### src/rtl/pe_grant_decoder_pkg.sv
// ---------------------------------------------------------------------------
// pe_grant_decoder_pkg
//   Shared definitions for the grant decoder. The arbiter's encoder stage uses
//   the same definitions.
//   - state_t          : FSM state encoding (IDLE=0, GRANT=1, RELEASE=2)
//   - PE_IDX_W/PE_N_GNT: default encoded-index width and grant-line count
// ---------------------------------------------------------------------------
package pe_grant_decoder_pkg;

   localparam int PE_IDX_W = 2;
   localparam int PE_N_GNT = 1 << PE_IDX_W;

   typedef enum logic [1:0] {
      ST_IDLE    = 2'd0,
      ST_GRANT   = 2'd1,
      ST_RELEASE = 2'd2
   } state_t;

endpackage

### src/rtl/pe_grant_decoder_if.sv
// ---------------------------------------------------------------------------
// pe_grant_decoder_if
//   Carries the encoded-request handshake from the encoder into the decoder,
//   and the grant/release signals between the decoder and the requesters.
//   master : encoder + requesters side (drives in_*, ack)
//   slave  : pe_grant_decoder side   (drives in_ready, gnt, busy, timeout_evt)
// ---------------------------------------------------------------------------
interface pe_grant_decoder_if
   import pe_grant_decoder_pkg::*;
#(
   parameter int IDX_W = PE_IDX_W,
   parameter int N_GNT = PE_N_GNT
) ();

   logic             in_valid;
   logic [IDX_W-1:0] in_idx;
   logic             in_none;
   logic             in_ready;
   logic [N_GNT-1:0] ack;
   logic [N_GNT-1:0] gnt;
   logic             busy;
   logic             timeout_evt;

   modport master (
      output in_valid, in_idx, in_none, ack,
      input  in_ready, gnt, busy, timeout_evt
   );

   modport slave (
      input  in_valid, in_idx, in_none, ack,
      output in_ready, gnt, busy, timeout_evt
   );

endinterface

### src/rtl/pe_grant_decoder_onehot_dec.sv
// ---------------------------------------------------------------------------
// pe_onehot_dec
//   Combinational binary-to-one-hot decoder, IDX_W -> N_GNT.
//   i_idx    : binary index
//   o_onehot : exactly one bit set, at position i_idx
// ---------------------------------------------------------------------------
module pe_onehot_dec #(
   parameter int IDX_W = 2,
   parameter int N_GNT = 4
) (
   input  logic [IDX_W-1:0] i_idx,
   output logic [N_GNT-1:0] o_onehot
);

   always_comb begin
      o_onehot = '0;
      for (int i = 0; i < N_GNT; i++) begin
         if (i_idx == IDX_W'(i)) o_onehot[i] = 1'b1;
      end
   end

endmodule

### src/rtl/pe_grant_decoder.sv
// ---------------------------------------------------------------------------
// pe_grant_decoder
//   Consumer side of the 4:2 priority encoder. Takes an encoded winner index
//   over a valid/ready handshake and turns it into a registered one-hot grant.
//   The grant is held until the granted requester acks or the hold timeout
//   expires. A single dead cycle (RELEASE) always follows a grant.
//   clk   : rising-edge clock
//   rst_n : asynchronous active-low reset
//   bus   : slave modport -- in_valid/in_idx/in_none/in_ready handshake,
//           ack per requester, gnt, busy, timeout_evt
// ---------------------------------------------------------------------------
module pe_grant_decoder
   import pe_grant_decoder_pkg::*;
#(
   parameter int IDX_W   = PE_IDX_W,
   parameter int N_GNT   = PE_N_GNT,
   parameter int TIMEOUT = 15,
   parameter int CNT_W   = 4
) (
   input  logic               clk,
   input  logic               rst_n,
   pe_grant_decoder_if.slave  bus
);

   state_t           r_state;
   logic [N_GNT-1:0] r_gnt;
   logic [CNT_W-1:0] r_cnt;
   logic             r_tevt;

   logic [N_GNT-1:0] w_dec;
   logic             w_hit;
   logic             w_expire;

   // Hold counter stops at all-ones; only matters when TIMEOUT=0.
   function automatic logic [CNT_W-1:0] sat_inc(input logic [CNT_W-1:0] v);
      return (&v) ? v : v + 1'b1;
   endfunction

   pe_onehot_dec #(
      .IDX_W (IDX_W),
      .N_GNT (N_GNT)
   ) u_dec (
      .i_idx    (bus.in_idx),
      .o_onehot (w_dec)
   );

   // r_gnt is one-hot while granting, so this picks out ack[g] only;
   // acks on other lines are masked away.
   assign w_hit    = |(r_gnt & bus.ack);
   assign w_expire = (TIMEOUT != 0) && (r_cnt == CNT_W'(TIMEOUT - 1));

   always_ff @(posedge clk or negedge rst_n) begin
      if (!rst_n) begin
         r_state <= ST_IDLE;
         r_gnt   <= '0;
         r_cnt   <= '0;
         r_tevt  <= 1'b0;
      end else begin
         r_tevt <= 1'b0;
         case (r_state)
            ST_IDLE: begin
               // A "no request" token is consumed without leaving IDLE.
               if (bus.in_valid && !bus.in_none) begin
                  r_gnt   <= w_dec;
                  r_cnt   <= '0;
                  r_state <= ST_GRANT;
               end
            end
            ST_GRANT: begin
               r_cnt <= sat_inc(r_cnt);
               // Ack is checked first so it wins over a coincident expiry.
               if (w_hit) begin
                  r_gnt   <= '0;
                  r_state <= ST_RELEASE;
               end else if (w_expire) begin
                  r_gnt   <= '0;
                  r_tevt  <= 1'b1;
                  r_state <= ST_RELEASE;
               end
            end
            ST_RELEASE: begin
               r_state <= ST_IDLE;
            end
            default: begin
               r_gnt   <= '0;
               r_state <= ST_IDLE;
            end
         endcase
      end
   end

   assign bus.in_ready    = (r_state == ST_IDLE);
   assign bus.busy        = (r_state != ST_IDLE);
   assign bus.gnt         = r_gnt;
   assign bus.timeout_evt = r_tevt;

endmodule

### src/flat_wrapper.sv
// flat-port wrapper written by rule: the top's interface ports become plain ports
module pe_grant_decoder_flat import pe_grant_decoder_pkg::*;
#(
   parameter int IDX_W   = PE_IDX_W,
   parameter int N_GNT   = PE_N_GNT,
   parameter int TIMEOUT = 15,
   parameter int CNT_W   = 4
)
  (clk, rst_n, bus_in_valid, bus_in_idx, bus_in_none, bus_ack, bus_in_ready, bus_gnt, bus_busy, bus_timeout_evt);
  pe_grant_decoder_if #(.IDX_W(IDX_W), .N_GNT(N_GNT)) bus_i ();
  input  logic clk;
  input  logic rst_n;
  input wire logic [$bits(bus_i.in_valid)-1:0] bus_in_valid;
  input wire logic [$bits(bus_i.in_idx)-1:0] bus_in_idx;
  input wire logic [$bits(bus_i.in_none)-1:0] bus_in_none;
  input wire logic [$bits(bus_i.ack)-1:0] bus_ack;
  output wire logic [$bits(bus_i.in_ready)-1:0] bus_in_ready;
  output wire logic [$bits(bus_i.gnt)-1:0] bus_gnt;
  output wire logic [$bits(bus_i.busy)-1:0] bus_busy;
  output wire logic [$bits(bus_i.timeout_evt)-1:0] bus_timeout_evt;
  assign bus_i.in_valid = bus_in_valid;
  assign bus_i.in_idx = bus_in_idx;
  assign bus_i.in_none = bus_in_none;
  assign bus_i.ack = bus_ack;
  assign bus_in_ready = bus_i.in_ready;
  assign bus_gnt = bus_i.gnt;
  assign bus_busy = bus_i.busy;
  assign bus_timeout_evt = bus_i.timeout_evt;
  pe_grant_decoder #(.IDX_W(IDX_W), .N_GNT(N_GNT), .TIMEOUT(TIMEOUT), .CNT_W(CNT_W)) u_core (.clk(clk), .rst_n(rst_n), .bus(bus_i));
endmodule
### config.mk
export PLATFORM = sky130hd
export DESIGN_NAME = pe_grant_decoder_flat
export DESIGN_NICKNAME = d
export VERILOG_FILES = /design/src/rtl/pe_grant_decoder_pkg.sv /design/src/rtl/pe_grant_decoder_if.sv /design/src/rtl/pe_grant_decoder_onehot_dec.sv /design/src/rtl/pe_grant_decoder.sv /design/src/flat_wrapper.sv
export SDC_FILE = /design/constraint.sdc
export NUM_CORES = 1
export LEC_CHECK = 0
export CAP_MARGIN = 5
export CORE_MARGIN = 3
export CORE_UTILIZATION = 40
export CTS_CLUSTER_DIAMETER = 50
export DETAILED_ROUTE_END_ITERATION = 7
export PLACE_DENSITY = 0.72
export SYNTH_ARGS = -nofsm -noshare
export SYNTH_HDL_FRONTEND = slang
export SYNTH_SLANG_ARGS = --single-unit
### constraint.sdc
create_clock -name clk -period 1.34 [get_ports clk]
set_input_delay 0.268 -clock clk [delete_from_list [all_inputs] [get_ports clk]]
set_output_delay 0.268 -clock clk [all_outputs]
set_load 0.1 [all_outputs]
# Yosys cells after proc, flatten, opt, wreduce, memory -nomap -nowiden
# Index checks and enable logic that the tools add are counted.
# op_classes
add_sub_neg	1
n_bitwise	2
reduce_logical	11
muxes	18
n_eq_ne	9
# op_table
operator	n
2-to-1 mux 4 bit	5
one-hot mux 4 bit (3 select lines)	1
one-hot mux 4 bit (2 select lines)	1
2-to-1 mux 1 bit	7
equality test 2 bit, second input constant	3
2-to-1 mux 2 bit	3
AND reduction 3 bit	2
adder 4 x 1 -> 4 bit, second input constant	1
AND 4 bit	1
equality test 2 x 1 -> 1 bit, second input constant	2
equality test 4 bit, second input constant	1
logical NOT 2 bit	2
one-hot mux 2 bit (2 select lines)	1
AND reduction 4 bit	1
nonzero test 2 bit	2
OR reduction 4 bit	1
!= test 3 x 1 -> 1 bit, second input constant	1
!= test 2 x 1 -> 1 bit, second input constant	1
!= test 2 bit, second input constant	1
AND reduction 2 bit	1
logical AND 1 bit	1
logical NOT 1 bit	1
NOT 1 bit	1
# totals
word_cells	45
output_inout_bits	7
reg_bits	11

# Logic depth before layout (Yosys ltp)
# Gate-level depths: netlist of the first run.
# depth
ltp_word	4
depth_mapped	5

# Cells and area by module
# Synthesis of the first run repeated with hierarchy kept, for this count alone.
# unflattened
hier_cells	63
hier_area_um2	625.6
# modules_own_cells
mod	seq_area_each_um2	area_each_um2	n_inst	cells_per_inst
pe_grant_decoder	275.3	599.3	1	59
pe_onehot_dec	0.0	26.3	1	4

# Worst setup path after synthesis of the first run
# Ideal clock, no wire load.
# synth_timing
path_kind	register to output
startpoint	register u_core.r_state[1]
endpoint	output bus_in_ready
slack_ns	-0.857
path_buffers	0
path_stages_with_launch	4
required_time_ns	1.072
arrival_ns	1.929
path_cell_list	dfrtp_1 inv_1 nand2_1 inv_1
# synth_via
elab_chain_cells	1
# synth_rtl
element	line	rtl
from (decl)	pe_grant_decoder.sv:25	state_t r_state;
from (signal assigned)	pe_grant_decoder.sv:54	r_state <= ST_IDLE;
from (signal assigned)	pe_grant_decoder.sv:66	r_state <= ST_GRANT;
from (signal assigned)	pe_grant_decoder.sv:74	r_state <= ST_RELEASE;
logical NOT 2 bit	pe_grant_decoder.sv:92	assign bus.in_ready = (r_state == ST_IDLE);
to (decl)	flat_wrapper.sv:17	output wire logic [$bits(bus_i.in_ready)-1:0] bus_in_ready;
# Every way passes these cells.

# Worst setup path after layout of the first run
# layout_timing
startpoint	register u_core.r_state[0]
endpoint	output bus_in_ready
# The elaborated chain is that of the path after synthesis.

==> results of run 1 <==
## area by class of cell
| cell class | count | share of cell area, % |
|---|---|---|
| Clock inverter | 1 | 0.4768 |
| Sequential cell | 11 | 27.89 |
| Clock buffer | 3 | 2.145 |
| Timing Repair Buffer | 30 | 31.82 |
| Inverter | 4 | 2.265 |
| Tap cell | 15 | 1.788 |
| Multi-Input combinational cell | 39 | 33.61 |
## kinds of logic after synthesis
family                     after synthesis  share of synthesized area (%)
AOI/OAI and AO/OA                       14                          19.96
adders and majority gates                2                          4.338
buffers and inverters                    4                          2.602
DFF                                     11                          47.72
muxes                                    1                          2.602
and+or+nand+nor                         22                          22.78
## per-layer routing
metal  vias to the layer above  wire [um]
met4                         0         11
met2                        15        895
met1                       311        729
met3                         2        111
met5                         -          0
li1                        270          -
## worst min-delay path by stage
| stage | endpoint | from |
|---|---|---|
| 2_1_floorplan | u_core.bus.timeout_evt | rst_n |
| 3_3_place_gp | u_core.r_cnt[2] | u_core.r_cnt[2] |
| 3_5_place_dp | u_core.r_cnt[2] | u_core.r_cnt[2] |
| 4_1_cts | u_core.r_cnt[3] | rst_n |
| 5_1_grt | u_core.r_cnt[1] | rst_n |
| 6_report | u_core.r_cnt[1] | rst_n |
## metrics by stage
step,hold slack (ns),TNS (ns),setup WS [ns],cells
after CTS,0.2820,-0.1076,-0.08347,101
after global placement,0.5327,-1.268,-0.2126,93
final,0.2691,-0.3183,-0.09628,103
after detailed placement,0.5423,-1.554,-0.2615,93
after floorplan,-0.02759,-0.06929,-0.06929,54
after global routing,0.2709,-0.6749,-0.1262,103
## state kept, by name (all words and copies together) (netlist names)
name,flops
u_core.bus.gnt,4
u_core.bus.timeout_evt,1
u_core.r_cnt,4
u_core.r_state,2
## layout by cell type (no fill, tap or decap), types with 2 or more instances in the layout
cell type / synthesis / final
inv_4: 0 / 2
dfrtp_2: 0 / 2
dfrtp_4: 0 / 4
nand2_1: 7 / 6
o22ai_1: 2 / 2
buf_4: 0 / 14
dfrtp_1: 11 / 5
clkdlybuf4s50_1: 0 / 8
buf_12: 0 / 7
clkbuf_4: 0 / 3
nor2_1: 3 / 3
a22oi_2: 0 / 2
nand3_1: 6 / 3
nand3_2: 0 / 2
## repair_timing
action / 4_1_cts / 5_1_grt
hold buffers: 0 / 0
resized for setup: 6 / 5
pin swaps: 4 / 1
buffers inserted: 4 / 2
cloned: 0 / 0
endpoints found under the setup margin: 6 / 9
==> out/qor.csv, run 1 <==
metric,value,unit
DR WL/cell,16.96,um
Final nets,101,
clock slew at reported path FFs,0.08,ns
Placement Cell Area,939.7,um2
RD Place Congestion,0.8055,
met1 Use GR,23.44,%
# port buffers,16,
endpoints failing setup,9,
R2R cell count,4,
final instance area,1050,um2
die width,43.98,um
FILL cells,87,
DR pass1 iterations,4,
number of synthesized flops with an enable pin,0,
total global-route track usage,20.43,%
area delta synth->final,82.00,%
Die Ht,43.98,um
"Primary FF master, synth",dfrtp_1,
Bufs and invs on worst path,3,
HPWL after DPL,1163,um
GRT Residual Overflow,0,
# rows,13,
WP data arrival,1.17,ns
clock skew,0.003211,ns
Syn Nets,66,
initial drt markers,23,
Cells after Synth,54,
Tcrit/Tclk final,107.2,%
post-synth cell types,25,
Max Clk Rate,0.6962,GHz
Via-to-Cell Ratio,5.806,
"FF+latch count, synth",11,
Max-Cap Viols,0,
Most Crowded Layer GR,met2,
status,"finished, violations left",
Slew headroom,76.34,%
Inserted Clock Buffers,3,
Post-synth top cells,"dfrtp_1 (11), nand2_1 (7), nand3_1 (6), inv_1 (4), nor2_1 (3)",
cell count along the critical path,4,
initial antenna violation count,0,
num ports,17,
Antenna Nets Post-Route,0,
die area,1934,um2
slowest stage cell on the critical path,dfrtp_2,
met3 Usage GRT,8.299,%
GRT met2 Usage,34.01,%
Routed WL,1747,um
FF-to-FF setup slack,-0.05,ns
drt drc,0,
Final Hold Viols,0,
CP required,1.07,ns
Yosys warnings,0,
initial core utilization,43.25,%
worst setup margin,-0.09628,ns
CP cell instances,"inv_4, nand2_8, clkinvlp_4, buf_12",
post-synthesis sequential area ratio,47.72,%
clock buffer depth,2,
Critical Path End Type,output port,
global-route wire length before repair,2725,um
largest net degree at the start of global routing,12,
RR Startpoint,u_core.r_state[0],
clock latency on the worst-skew pair,0.28,ns
critical path class,reg -> out,
Root Buffer,clkbuf_4,
layout cells sized above 1,55.68,%
top post-synthesis cells by area,"dfrtp_1 (48%), nand3_1 (5.2%), nand2_1 (4.6%)",
area of the multi-input gates,352.8,um2
"Async S/R FF share, synth",100.0,%
Clock Sinks,11,
unrepaired setup endpoints after global routing,true,
syn_area_per_cell,10.68,um2
worst reg2reg endpoint,u_core.r_cnt[0],
Diodes inserted,0,
vias post-DR,598,
CP Max Fanout,5,
Yosys top cell by area,dfrtp_1,
Worst Setup EP,bus_in_ready,
"CP delay by family, top",flip-flops,
"count leader, synth",dfrtp_1,
vias in the first global route,591,
worst hold path class,in -> async,
Core ar.,1334,um2
failing checks,setup timing,
CTS tree,built,
synthesized area,576.8,um2
min Tclk post-route,1.436,ns
FF/Latch Area,292.8,um2
startpoint types,flop,
critical path's largest stage delay,0.48,ns
crit path from,u_core.r_state[0],
H-tree levels,1,
slew at the pin with the worst max-slew slack,0.3533,ns
top cell type's share of synthesized area,47.72,%
fin. max-slew vios,0,
final core occ,78.71,%
Power of run 1 is left out: the tool's default activity adds up to more than one toggle a clock period on the data nets, which glitch-free logic cannot reach.
==> run 2, diff against run 1 <==
- CTS_CLUSTER_SIZE: not set -> 16
==> results of run 2 <==
Final layout, timing and power as in run 1 (identical DEF).
Power of run 2 is left out for the same reason.
